### config.mk
export PLATFORM = sky130hd
export DESIGN_NAME = alu_writeback
export DESIGN_NICKNAME = d
export VERILOG_FILES = /design/src/rtl/alu_writeback.sv
export SDC_FILE = /design/constraint.sdc
export NUM_CORES = 1
export LEC_CHECK = 0
export BUFFER_PORTS_ARGS = -buffer_cell sky130_fd_sc_hd__buf_2
export CORE_MARGIN = 4
export CORE_UTILIZATION = 48
export DETAILED_ROUTE_END_ITERATION = 10
export GPL_TIMING_DRIVEN = 0
export PLACE_DENSITY = 0.81
export RECOVER_POWER = 25
export SYNTH_ARGS = -nofsm -noshare
export SYNTH_HDL_FRONTEND = slang
export SYNTH_SLANG_ARGS = --single-unit
export TNS_END_PERCENT = 10
### constraint.sdc
create_clock -name CLK -period 2.8 [get_ports CLK]
set_input_delay 0.42 -clock CLK [delete_from_list [all_inputs] [get_ports CLK]]
set_output_delay 0.42 -clock CLK [all_outputs]
set_load 0.02 [all_outputs]
### src/rtl/alu_writeback.sv
`default_nettype none
// ============================================================================
//  Module      : alu_writeback
//  Description : Retires ALU results through the single register-file write
//                port. Memory-load writebacks have priority, and waiting ALU
//                results sit in a 2-entry in-order queue. Holds the
//                architectural Z/N/C/V flags and forwards values that are not
//                yet written to the operand read path.
//  Revision    : 1.0  initial release
// ============================================================================
module alu_writeback #(
    parameter int WIDTH  = 16,
    parameter int ADDR_W = 4
) (
    input  logic              CLK,
    input  logic              RESET,
    input  logic              ALU_VALID,
    input  logic [WIDTH-1:0]  ALU_RESULT,
    input  logic [ADDR_W-1:0] ALU_DEST,
    input  logic              ALU_WB_EN,
    input  logic              ALU_C,
    input  logic              ALU_V,
    input  logic              FLAGS_EN,
    input  logic              LOAD_VALID,
    input  logic [WIDTH-1:0]  LOAD_DATA,
    input  logic [ADDR_W-1:0] LOAD_DEST,
    input  logic [ADDR_W-1:0] RD_ADDR,
    output logic              RF_WE,
    output logic [ADDR_W-1:0] RF_WADDR,
    output logic [WIDTH-1:0]  RF_WDATA,
    output logic [3:0]        FLAGS,
    output logic              STALL,
    output logic [1:0]        PENDING,
    output logic              FWD_HIT,
    output logic [WIDTH-1:0]  FWD_DATA
);

    localparam logic [1:0] c_FULL = 2'd2;

    // Queue storage, wrap-around pointers and occupancy
    logic [WIDTH-1:0]  r_q_data [0:1];
    logic [ADDR_W-1:0] r_q_addr [0:1];
    logic              r_head;
    logic              r_tail;
    logic [1:0]        r_count;

    // Write-port stage and flags
    logic              r_rf_we;
    logic [ADDR_W-1:0] r_rf_waddr;
    logic [WIDTH-1:0]  r_rf_wdata;
    logic [3:0]        r_flags;

    // Arbitration results
    logic              w_stall;
    logic              w_accept;
    logic              w_push_req;
    logic              w_push;
    logic              w_pop;
    logic              w_sel_we;
    logic [ADDR_W-1:0] w_sel_addr;
    logic [WIDTH-1:0]  w_sel_data;
    logic              w_newest;

    assign w_stall    = (r_count == c_FULL);
    assign w_accept   = ALU_VALID & ~w_stall;
    assign w_push_req = w_accept & ALU_WB_EN;
    // With one entry the newest is the head; with two it is the slot behind the tail.
    assign w_newest   = ~r_tail;

    // Pick this cycle's register-file write: load, then queue head, then bypass.
    always_comb begin
        w_sel_we   = 1'b0;
        w_sel_addr = r_rf_waddr;
        w_sel_data = r_rf_wdata;
        w_pop      = 1'b0;
        w_push     = 1'b0;
        if (LOAD_VALID) begin
            w_sel_we   = 1'b1;
            w_sel_addr = LOAD_DEST;
            w_sel_data = LOAD_DATA;
            w_push     = w_push_req;
        end else if (r_count != 2'd0) begin
            w_sel_we   = 1'b1;
            w_sel_addr = r_q_addr[r_head];
            w_sel_data = r_q_data[r_head];
            w_pop      = 1'b1;
            w_push     = w_push_req;
        end else if (w_push_req) begin
            w_sel_we   = 1'b1;
            w_sel_addr = ALU_DEST;
            w_sel_data = ALU_RESULT;
        end
    end

    // Queue pointer/occupancy update; stored entries need no reset since
    // nothing reads a slot beyond the current occupancy.
    always_ff @(posedge CLK) begin
        if (RESET) begin
            r_head  <= 1'b0;
            r_tail  <= 1'b0;
            r_count <= 2'd0;
        end else begin
            if (w_push) begin
                r_q_data[r_tail] <= ALU_RESULT;
                r_q_addr[r_tail] <= ALU_DEST;
                r_tail           <= ~r_tail;
            end
            if (w_pop) begin
                r_head <= ~r_head;
            end
            case ({w_push, w_pop})
                2'b10:   r_count <= r_count + 2'd1;
                2'b01:   r_count <= r_count - 2'd1;
                default: r_count <= r_count;
            endcase
        end
    end

    // Register the selected write; address/data hold when nothing is written.
    always_ff @(posedge CLK) begin
        if (RESET) begin
            r_rf_we    <= 1'b0;
            r_rf_waddr <= '0;
            r_rf_wdata <= '0;
        end else begin
            r_rf_we    <= w_sel_we;
            r_rf_waddr <= w_sel_addr;
            r_rf_wdata <= w_sel_data;
        end
    end

    // Architectural flags follow every accepted flag-setting result, written or not.
    always_ff @(posedge CLK) begin
        if (RESET) begin
            r_flags <= 4'b0000;
        end else if (w_accept && FLAGS_EN) begin
            r_flags <= {(ALU_RESULT == '0), ALU_RESULT[WIDTH-1], ALU_C, ALU_V};
        end
    end

    // Forward the newest unwritten value for RD_ADDR; the incoming ALU result is excluded.
    always_comb begin
        FWD_HIT  = 1'b0;
        FWD_DATA = '0;
        if ((r_count != 2'd0) && (r_q_addr[w_newest] == RD_ADDR)) begin
            FWD_HIT  = 1'b1;
            FWD_DATA = r_q_data[w_newest];
        end else if ((r_count == c_FULL) && (r_q_addr[r_head] == RD_ADDR)) begin
            FWD_HIT  = 1'b1;
            FWD_DATA = r_q_data[r_head];
        end else if (r_rf_we && (r_rf_waddr == RD_ADDR)) begin
            FWD_HIT  = 1'b1;
            FWD_DATA = r_rf_wdata;
        end
    end

    assign RF_WE    = r_rf_we;
    assign RF_WADDR = r_rf_waddr;
    assign RF_WDATA = r_rf_wdata;
    assign FLAGS    = r_flags;
    assign STALL    = w_stall;
    assign PENDING  = r_count;

endmodule
`default_nettype wire

==> impl_metrics.py <==
metrics = {
    "cts": {
        "clockBufferDepth": 2,
        "cts.sinks": 70,
        "clk_pin_slew_worst_paths_ns": 0.07,
        "cts_tree": "yes",
        "cts_root_buf": "clkbuf_8",
        "numCtsBuffers": 9,
        "htree_levels": 3,
        "clock_latency_ns": 0.36,
    },
    "logic_synthesis": {
        "synth.distinct_cells": 32,
        "avgSynthCellArea_um2": 10.17,
        "synth_fa_ha_area_share_pct": 0,
        "muxShareOfSynthArea_pct": 20.62,
        "syn-num-nets": 431,
        "syn_area_mm2": 0.003854,
        "synth_warnings": 0,
        "synth_compound_area_share_pct": 8.377,
        "ys_seq_elements": 70,
        "synth_top_family_by_area": "multiplexers",
        "yosysSeqAreaShare_pct": 46.75,
        "synth_simple_gate_area_share_pct": 15.19,
        "synth_xor_area_share_pct": 2.955,
        "netlist_instances": 379,
    },
    "timing": {
        "slew_violations": 0,
        "setup_violations": 0,
        "slew_headroom_pct": 56.86,
        "worst_slew_pin_slew_ns": 0.6403,
        "fin_ws_ns": 0.05663,
        "skew_ns": 0.01079,
        "finalHoldViolCount": 0,
        "period_minus_slack_ns": 2.743,
        "rsz0062_at_grt": "yes",
        "fin_hold_ws_ns": 0.3011,
        "finalCritPeriodShare_pct": 97.98,
        "fmax_mhz": 364.5,
    },
    "detailed_routing": {
        "detail_route.wirelength_mm": 11.27,
        "vias": 3442,
        "drt_iter0_drc": 240,
        "route.detailed.drc": 0,
        "first_pass_iters": 5,
        "drtAntennaViolNets": 0,
        "drt-vias-per-instance": 5.737,
        "wl_per_cell_um": 18.78,
    },
    "layout": {
        "synthToLayoutAreaGrowth_pct": 25.23,
        "multi_input_area_mm2": 0.001887,
        "n_antenna_cell": 0,
        "seq_area_mm2": 0.001805,
        "final_area_mm2": 0.004826,
        "nets": 545,
        "final_layout_size_suffix_gt1_share_pct": 29.32,
        "fillers": 642,
    },
    "worst_setup_path": {
        "crit_fanout": 5,
        "cp-end-kind": "output port",
        "cp-start-kind": "flip-flop",
        "crit_required_ns": 2.38,
        "cp.arrival_ns": 2.32,
        "r2r_setup_slack_ns": 0.58,
        "critPathKind": "flip-flop to output port",
    },
    "outcome": {
        "status": "finished, final reports clean",
    },
    "place": {
        "port_buffers": 96,
        "gp_congestion": 0.8239,
        "place_ws_ns": -0.2537,
        "detailed_place_hpwl_mm": 7.897,
        "placed_area_mm2": 0.004516,
    },
    "run": {
        "cap_violations": 0,
    },
    "power": {
        "power_mw": 2.504,
        "ir_drop_v": 0.0004034,
        "p_leak_nw": 1.801,
        "powerDensity_mw_per_mm2": 518.8,
    },
    "global_routing": {
        "grt_max_degree": 13,
        "grt_antenna_before_repair": 0,
        "grt_pass1_wl_mm": 17.73,
        "grt_pass1_vias": 3489,
        "grt_usage_pct": 23.54,
        "gr-total-overflow": 0,
    },
    "floorplan": {
        "dieArea_mm2": 0.009526,
        "die_y_um": 97.60,
        "start_util_pct": 49.61,
        "ioPinCount": 97,
        "rows": 32,
        "core_mm2": 0.007767,
        "die_w_um": 97.60,
    },
    "min_path": {
        "hp-class": "input port to flip-flop",
    },
}
-- where the power goes --
part | switching, mW | total (mW) | internal [mW]
Sequential | 0.0328 | 1.16 | 1.13
Clock | 0.395 | 0.917 | 0.522
Combinational | 0.264 | 0.425 | 0.160
-- metrics by stage --
step,instances,setup TNS [ns],utilization (%)
floorplan,379,0,-
global placement,577,-21.65,57.51
detailed placement,580,-2.127,58.13
CTS,599,-0.1302,61.71
global route,600,-0.2116,62.13
finish,600,0,62.13
-- cell type report --
type	instances	share of cell area (%)
tap	102	2.645
sequential	70	37.41
multi-input combinational	265	39.10
inverter	16	1.244
clock inverter	6	1.763
timing repair buffer	105	11.43
clock buffer	10	2.852
buffer	26	3.552
-- registers in the layout, indices dropped and copies added (netlist names), named ones only --
register	count
r_tail	1
r_q_data	32
r_q_addr	8
RF_WDATA	16
PENDING	2
RF_WADDR	4
FLAGS	4
RF_WE	1
r_head	1
-- cells in the mapped netlist --
master	instances	share of area [%]
inv_1	16	1.6
clkbuf_8	2	0.71
dfxtp_1	30	16
buf_8	2	0.78
or3_1	2	0.32
o21ai_0	3	0.39
nor3_1	33	4.3
or3_2	1	0.19
edfxtp_1	40	31
mux2_2	16	4.7
and3b_1	2	0.45
nor3_2	1	0.26
nor2b_1	3	0.49
nand4_1	1	0.16
or2_2	1	0.16
dlygate4sd1_1	1	0.23
and2_1	1	0.16
mux2i_1	60	16
nor3b_1	2	0.39
a21oi_1	24	3.1
xor2_1	4	0.91
nor4_1	4	0.65
xnor2_1	9	2.0
clkbuf_1	20	1.9
nand3_1	3	0.39
nor2_1	65	6.3
mux2i_2	1	0.36
nand2_1	2	0.19
buf_6	3	0.88
nor4_4	1	0.55
nand3b_1	1	0.19
a211oi_1	25	4.9
-- metal layers --
metal / vias to the layer above / routed length [um] / track usage (%)
li1: 1591 / - / -
met1: 1626 / 4496 / 29.38
met2: 196 / 5366 / 38.38
met3: 29 / 1066 / 6.030
met4: 0 / 336 / 10.44
met5: - / 0 / 0
-- cell families after synthesis --
family | after synthesis
DFF | 70
and+or+nand+nor | 123
muxes | 77
buffers and inverters | 44
xor gates and xnor gates | 13
AOI/OAI and AO/OA | 52
-- path summary, 6_finish.rpt --
check,depth (start not counted),from,to
hold / removal,3,ALU_V,FLAGS[0]$_SDFFE_PP0P_
hold reg to reg,2,FLAGS[2]$_SDFFE_PP0P_,FLAGS[2]$_SDFFE_PP0P_
setup reg to reg,8,PENDING[0]$_SDFFE_PP0P_,RF_WDATA[14]$_SDFFE_PP0P_
setup / recovery,10,flip-flop,FWD_DATA[11]
-- worst max-delay path: stages (launching register included) --
cell and delay [ns]:
dfxtp_2 0.36, buf_6 0.14, mux2i_2 0.26, xnor2_1 0.13
nor4_4 0.21, buf_4 0.18, buf_6 0.14, buf_4 0.12
mux2i_1 0.18, mux2i_1 0.08, buf_2 0.16
-- cell usage in the layout, fill, tap and decap left out, types with 7 or more instances in the layout --
cell / synthesis / routed
buf_6: 3 / 7
edfxtp_1: 40 / 40
nor2_1: 65 / 64
mux2_2: 16 / 16
xnor2_1: 9 / 9
mux2i_1: 60 / 54
buf_2: 0 / 76
clkbuf_8: 2 / 12
clkbuf_1: 20 / 36
nor3_1: 33 / 32
a211oi_1: 25 / 25
inv_1: 16 / 16
dfxtp_1: 30 / 27
a21oi_1: 24 / 24
-- what timing repair did --
action,CTS,global route
setup endpoints to repair,17,17
pin swaps,2,3
setup buffers,4,1
cloned,1,0
hold endpoints to repair,0,0
resized for setup,7,18
hold buffers,0,0
Power figures use the tool's default switching activity.
